--- config.mk ---
export PLATFORM = sky130hd
export DESIGN_NAME = ahbl_dma_master
export DESIGN_NICKNAME = d
export VERILOG_FILES = /design/src/rtl/ahbl_dma_master.sv
export SDC_FILE = /design/constraint.sdc
export NUM_CORES = 1
export LEC_CHECK = 0
export CORE_UTILIZATION = 45
export CTS_CLUSTER_DIAMETER = 150
export DETAILED_ROUTE_END_ITERATION = 6
export GPL_TIMING_DRIVEN = 0
export HOLD_SLACK_MARGIN = 0.02
export PLACE_DENSITY_LB_ADDON = 0.3
export SYNTH_ARGS = -nofsm -noshare
export SYNTH_HDL_FRONTEND = slang
export SYNTH_SLANG_ARGS = --single-unit
--- constraint.sdc ---
create_clock -name clk -period 1.8 [get_ports clk]
set_input_delay 0.27 -clock clk [delete_from_list [all_inputs] [get_ports clk]]
set_output_delay 0.27 -clock clk [all_outputs]
set_load 0.02 [all_outputs]
--- src/rtl/ahbl_dma_master.sv ---
// AHB-lite DMA initiator: copies a block of 32-bit words from a source to a destination
// address, one single NONSEQ read followed by one single NONSEQ write per word.
module ahbl_dma_master #(
    parameter int unsigned W_ADDR    = 32,
    parameter int unsigned W_DATA    = 32,
    parameter int unsigned W_LEN     = 16,
    parameter logic [3:0]  HPROT_VAL = 4'b0011
) (
    input  logic              clk,
    input  logic              rst,
    input  logic              start,
    input  logic [W_ADDR-1:0] src_addr,
    input  logic [W_ADDR-1:0] dst_addr,
    input  logic [W_LEN-1:0]  len_words,
    output logic              busy,
    output logic              done,
    output logic              err,
    output logic [W_ADDR-1:0] haddr,
    output logic              hwrite,
    output logic [1:0]        htrans,
    output logic [2:0]        hsize,
    output logic [2:0]        hburst,
    output logic [3:0]        hprot,
    output logic              hmastlock,
    output logic [W_DATA-1:0] hwdata,
    input  logic              hready,
    input  logic              hresp,
    input  logic [W_DATA-1:0] hrdata
);

    typedef enum logic [2:0] {
        StIdle,
        StRdA,
        StRdD,
        StWrA,
        StWrD,
        StFin
    } state_e;

    localparam logic [1:0] TransIdle   = 2'b00;
    localparam logic [1:0] TransNonseq = 2'b10;

    state_e              state_q, state_d;
    logic [W_ADDR-1:0]   src_q, src_d;
    logic [W_ADDR-1:0]   dst_q, dst_d;
    logic [W_LEN-1:0]    rem_q, rem_d;
    logic [W_DATA-1:0]   rbuf_q, rbuf_d;
    logic [W_DATA-1:0]   hwdata_q, hwdata_d;
    logic                err_q, err_d;

    always_ff @(posedge clk) begin
        if (rst) begin
            state_q  <= StIdle;
            src_q    <= '0;
            dst_q    <= '0;
            rem_q    <= '0;
            rbuf_q   <= '0;
            hwdata_q <= '0;
            err_q    <= 1'b0;
        end else begin
            state_q  <= state_d;
            src_q    <= src_d;
            dst_q    <= dst_d;
            rem_q    <= rem_d;
            rbuf_q   <= rbuf_d;
            hwdata_q <= hwdata_d;
            err_q    <= err_d;
        end
    end

    always_comb begin
        state_d  = state_q;
        src_d    = src_q;
        dst_d    = dst_q;
        rem_d    = rem_q;
        rbuf_d   = rbuf_q;
        hwdata_d = hwdata_q;
        err_d    = err_q;

        unique case (state_q)
            StIdle: begin
                if (start) begin
                    // Word alignment: low two address bits are dropped.
                    src_d   = src_addr & ~W_ADDR'(3);
                    dst_d   = dst_addr & ~W_ADDR'(3);
                    rem_d   = len_words;
                    err_d   = 1'b0;
                    state_d = (len_words == '0) ? StFin : StRdA;
                end
            end
            StRdA: begin
                if (hready) begin
                    state_d = StRdD;
                end
            end
            StRdD: begin
                if (hready) begin
                    if (hresp) begin
                        err_d   = 1'b1;
                        state_d = StFin;
                    end else begin
                        rbuf_d  = hrdata;
                        state_d = StWrA;
                    end
                end
            end
            StWrA: begin
                if (hready) begin
                    // hwdata only moves on entry to the write data phase.
                    hwdata_d = rbuf_q;
                    state_d  = StWrD;
                end
            end
            StWrD: begin
                if (hready) begin
                    if (hresp) begin
                        err_d   = 1'b1;
                        state_d = StFin;
                    end else begin
                        src_d   = src_q + W_ADDR'(4);
                        dst_d   = dst_q + W_ADDR'(4);
                        rem_d   = rem_q - W_LEN'(1);
                        state_d = (rem_q == W_LEN'(1)) ? StFin : StRdA;
                    end
                end
            end
            StFin: begin
                state_d = StIdle;
            end
            default: begin
                state_d = StIdle;
            end
        endcase
    end

    always_comb begin
        haddr  = '0;
        htrans = TransIdle;
        hwrite = 1'b0;
        if (state_q == StRdA) begin
            haddr  = src_q;
            htrans = TransNonseq;
        end else if (state_q == StWrA) begin
            haddr  = dst_q;
            htrans = TransNonseq;
            hwrite = 1'b1;
        end
    end

    assign busy      = (state_q != StIdle);
    assign done      = (state_q == StFin);
    assign err       = err_q;
    assign hwdata    = hwdata_q;
    assign hsize     = 3'b010;
    assign hburst    = 3'b000;
    assign hprot     = HPROT_VAL;
    assign hmastlock = 1'b0;

endmodule

======== Yosys cells after proc, flatten, opt, wreduce, memory -nomap -nowiden ========
Cells that the tools add are included.
storage, ports and cells
  bits in registers ....................... 148
  bits in latches ......................... 0
  RAM bits ................................ 0
  ROM bits ................................ 0
  bits of input ports ..................... 117
  logic and storage cells ................. 68
  memories kept ........................... 0
operators by class
  add/subtract/negate cells ............... 3
  multiply operators ...................... 0
  div/mod/pow operators ................... 0
  magnitude comparators ................... 0
  eq/ne operators ......................... 14
  shifts and indexed selects .............. 0
  multiplexer cells ....................... 32
  bitwise operators ....................... 1
  reduce and logical (&&, ||, !) cells .... 11
operator list
  cell                                                   count
  2-to-1 mux 32 bit                                      8
  case mux 32 bit (2 select lines)                       2
  adder 32 x 3 -> 32 bit, second input constant          2
  2-to-1 mux 16 bit                                      3
  case mux 16 bit (2 select lines)                       1
  2-to-1 mux 3 bit                                       9
  == test 16 x 1 -> 1 bit, second input constant         1
  logical NOT 16 bit                                     1
  subtractor 16 x 1 -> 16 bit, second input constant     1
  case mux 3 bit (5 select lines)                        1
  inequality test 2 bit, second input constant           6
  AND reduction 4 bit                                    2
  == test 3 x 2 -> 1 bit, second input constant          2
  == test 3 bit, second input constant                   2
  2-to-1 mux 1 bit                                       5
  AND reduction 5 bit                                    1
  2-to-1 mux 2 bit                                       2
  inequality test 2 x 1 -> 1 bit, second input constant  2
  nonzero test 2 bit                                     2
  == test 3 x 1 -> 1 bit, second input constant          1
  logical NOT 3 bit                                      1
  AND reduction 3 bit                                    1
  nonzero test 3 bit                                     1
  case mux 1 bit (2 select lines)                        1
  other kinds (3)                                        3

======== Longest topological paths before layout ========
  depth after elaboration ................. 5
  depth in mapped cells ................... 8

======== Worst setup path before layout ========
No wires, ideal clock.
  path kind ............................... register to register
  start ................................... reg src_q[2]
  end ..................................... reg src_q[28]
  data arrival time ....................... 1,759 ps
  data required time ...................... 1,673 ps
  slack ................................... -86 ps
  stages on the path, launching flop included .. 7
  path through ............................ dfxtp_1 ha_1 nand4_2 nor3_4 nand2_4 o211a_1 or3_1
between the ends
  word-level cells in the longest chain between the ends .. 4
ends and longest elaborated chain
  element                           RTL line  text
  start, declared                   44        logic [W_ADDR-1:0] src_q, src_d;
  start signal, assigned            62        src_q <= src_d;
  adder 32 x 3 -> 32 bit            120       src_d = src_q + W_ADDR'(4);
  2-to-1 mux 32 bit                 116       if (hresp) begin
  2-to-1 mux 32 bit                 115       if (hready) begin
  case mux 32 bit (2 select lines)  80        unique case (state_q)
No other way between the ends. The select of a mux whose other input is x is not followed.
A chain may end at the register's enable or synchronous reset.

======== Worst setup path in the final report ========
  start ................................... reg src_q[4]
  end ..................................... reg src_q[23]
Same word-level chain as after synthesis.

==> impl_metrics.yaml <==
worst_setup_path:
  critPathKind: "register to register"
  reg2reg_slack_ps: -100
  crit_arrival_ps: 2220
  critPathMaxFanout: 10
  end_kind: "register"
  worstPathRequired_ps: 2120
  r2r-end: "src_q[23]$_SDFFE_PP0P_"
  r2r_cells: 7
  r2r-start: "src_q[4]$_SDFFE_PP0P_"
  start_kind: "register"
global_route:
  use_met2_pct: 53.8
  grt_usage_pct: 34.7
  gr-usage-met1_pct: 43.1
  grt_pass1_wl_um: 48200
  met3_usage_pct: 8.98
  first_global_vias: 8747
  grt_max_degree: 17
  grt-ovfl-total: 0
  top_usage_layer: "met2"
  antenna_found_initial: 0
clock_network:
  clk_pin_slew_ps: 80
  cts.sinks: 144
  cts_buffers: 17
  max-clock-path-buffers: 2
  cts_tree: "yes"
  clk_latency_ps: 450
  cts_max_level: 4
  cts_root_buf: "clkbuf_16"
placed_design:
  dpl_cell_area_sq_um: 10200
  gp_congestion: 0.983
  place_inst: 1496
  portBuffers: 179
  dp_hpwl_um: 21800
floorplan:
  fp-row-count: 48
  die_h_um: 136
  start_util_pct: 46.3
  die_area_sq_um: 18400
  pin_count: 198
  die_w_um: 136
  core_area_sq_um: 17400
final_layout:
  final_cells: 1577
  ff_latch_area_sq_um: 2970
  drive_gt1_share_pct: 25.6
  diodes: 0
  fillCellCount: 1364
  multiInputGateArea_sq_um: 5170
  syn2layout_area_growth_pct: 51.4
  layout_commonest_cell: "nand2_1"
  final_cell_mix: "nand2_1 (218), clkdlybuf4s50_1 (143), a21oi_1 (115)"
  fin_nets: 1460
  final_area_sq_um: 12200
sta:
  slew_viol_final: 0
  finalClockSkew_ps: 15.8
  slew_headroom_pct: 64.7
  setup-tns-final_ps: -1460
  holdWs_ps: 372
  final.period_utilization_pct: 106
  finalSetupViolCount: 50
  tightestPinTransition_ps: 529
  layout_setup_ws_ps: -100
  finalWorstPathRequiredPeriod_ps: 1900
  grt_setup_unrepaired: "yes"
  hold_viol: 0
  clock.fmax_ghz: 0.526
yosys:
  synth_seq_cells: 144
  synth_ff_type: "dfxtp_1"
  ys_seq_area_share_pct: 35.9
  synth_top_family_by_area: "simple AND/OR/NAND/NOR gates"
  avgSynthCellArea_sq_um: 7.44
  synth_simple_gate_area_share_pct: 30.3
  synth-compound-area-share_pct: 22.4
  yosysUniqueCellTypes: 83
  synth_xor_area_share_pct: 0
  synth_fa_ha_area_share_pct: 0.623
  ys_warn_count: 0
  synthArstFlopShare_pct: 0
  netlist_instances: 1080
  synth_area_sq_um: 8030
  synth.area.mux_share_pct: 3.99
  synth-edff-count: 0
min_path:
  holdPathStages: 3
  min_to: "rbuf_q[19]$_SDFFE_PP0P_"
  hold_path.class: "input port to register"
  min-delay-start: "hrdata[19]"
pwr:
  p_per_area_nw_per_um2: 742
  total_power_uw: 9030
  p_leak_uw: 0.00460
  peakVddDrop_uv: 817
drt:
  dr.pass1.iters: 6
  routedWlPerCell_um: 21.6
  drt_iter0_markers: 1405
  antenna_left: 0
  viasPerCell: 6.28
  vias: 9899
  drc_errors: 0
  drt-total-wl_um: 34000
status:
  status: "finished, violations left"
  violations: "setup timing"
flow_run:
  max_cap_violations: 0
[sequential cells by signal, indices dropped and copies added (netlist names)]
signal,count
src_q,30
dst_q,30
err,1
hwdata,32
state_q,3
rem_q,16
rbuf_q,32
[synthesized netlist by cell type (all sizes together) (3+ instances only)]
library cell / instances / share of area [%]
o211ai: 3 / 0.28
a22oi: 4 / 0.37
o31ai: 5 / 0.47
nand3b: 5 / 0.47
o21ai: 53 / 3.3
nand4: 25 / 2.2
inv: 10 / 0.47
dfxtp: 144 / 36
a211oi: 15 / 1.4
a21oi: 120 / 7.5
clkbuf: 49 / 2.6
o21a: 5 / 0.48
a2bb2oi: 5 / 0.55
a311oi: 4 / 0.44
or3: 6 / 0.47
or3b: 3 / 0.33
nand2: 222 / 10
buf: 49 / 3.7
nand2b: 3 / 0.23
and3: 17 / 1.4
a32o: 9 / 1.1
a31oi: 14 / 1.1
nand3: 29 / 1.8
a31o: 5 / 0.55
and2: 11 / 0.87
and4: 14 / 1.6
nor3: 32 / 2.2
a21o: 10 / 0.95
nor4: 23 / 2.2
nor2: 101 / 4.8
or4: 3 / 0.28
o22ai: 5 / 0.39
o311ai: 7 / 0.86
ha: 4 / 0.62
mux2i: 32 / 4.0
[what timing repair did]
item | CTS | global route
endpoints found under the setup margin | 176 | 157
hold buffers | 0 | 0
gates resized for setup | 319 | 183
gates cloned | 1 | 10
pin swaps | 16 | 35
setup buffers | 24 | 15
[routing by layer]
layer,share of wire (%),wire length (um)
met1,38,12900
met2,44,15100
met3,12,3950
met4,6.1,2070
met5,0,0
[cells by family after synthesis]
logic type,after synthesis
AND/OR/NAND/NOR,504
AO/OA/AOI/OAI,286
flip-flops,144
buffers and inverters,108
multiplexers,32
adder cells (fa/ha/maj),4
other,2
[worst max-delay path: stages, from the launching register on]
cell	delay [ps]
dfxtp_4	400
nand4_1	220
nor4_4	340
buf_6	170
buf_6	170
a31oi_1	100
o21ai_0	260
a21oi_1	120
[power by group]
part	switching (uW)	internal [uW]
Combinational	979	878
Sequential	260	3360
Clock	1680	1880
[area by class of cell]
| cell class | instances | area share (%) |
|---|---|---|
| inverter | 10 | 0.309 |
| multi-input combinational | 841 | 42.5 |
| clock buffer | 18 | 3.61 |
| sequential | 144 | 24.4 |
| tap | 225 | 2.32 |
| timing repair buffer | 228 | 18.0 |
| clock inverter | 14 | 1.16 |
| buffer | 97 | 7.67 |
[metrics by stage]
stage / worst slack (ps) / utilization, %
2_1_floorplan: 21.5 / -
3_3_place_gp: -1010 / 58.6
3_5_place_dp: -1030 / 58.6
4_1_cts: -60.9 / 65.4
5_1_grt: -133 / 70.1
6_report: -100 / 70.1
[worst max path at each step]
stage / start / to / slack (ps) / cells after the start
global route: dst_q[2]$_SDFFE_PP0P_ / dst_q[18]$_SDFFE_PP0P_ / -130 / 7
global placement: hready / rem_q[9]$_SDFFE_PP0P_ / -1010 / 6
finish: src_q[4]$_SDFFE_PP0P_ / src_q[23]$_SDFFE_PP0P_ / -100 / 7
detailed placement: rst / src_q[5]$_SDFFE_PP0P_ / -1030 / 5
floorplan: src_q[2]$_SDFFE_PP0P_ / src_q[28]$_SDFFE_PP0P_ / 20 / 6
CTS: state_q[1]$_SDFFE_PP0P_ / haddr[30] / -60 / 6
Power figures use the tool's default switching activity.
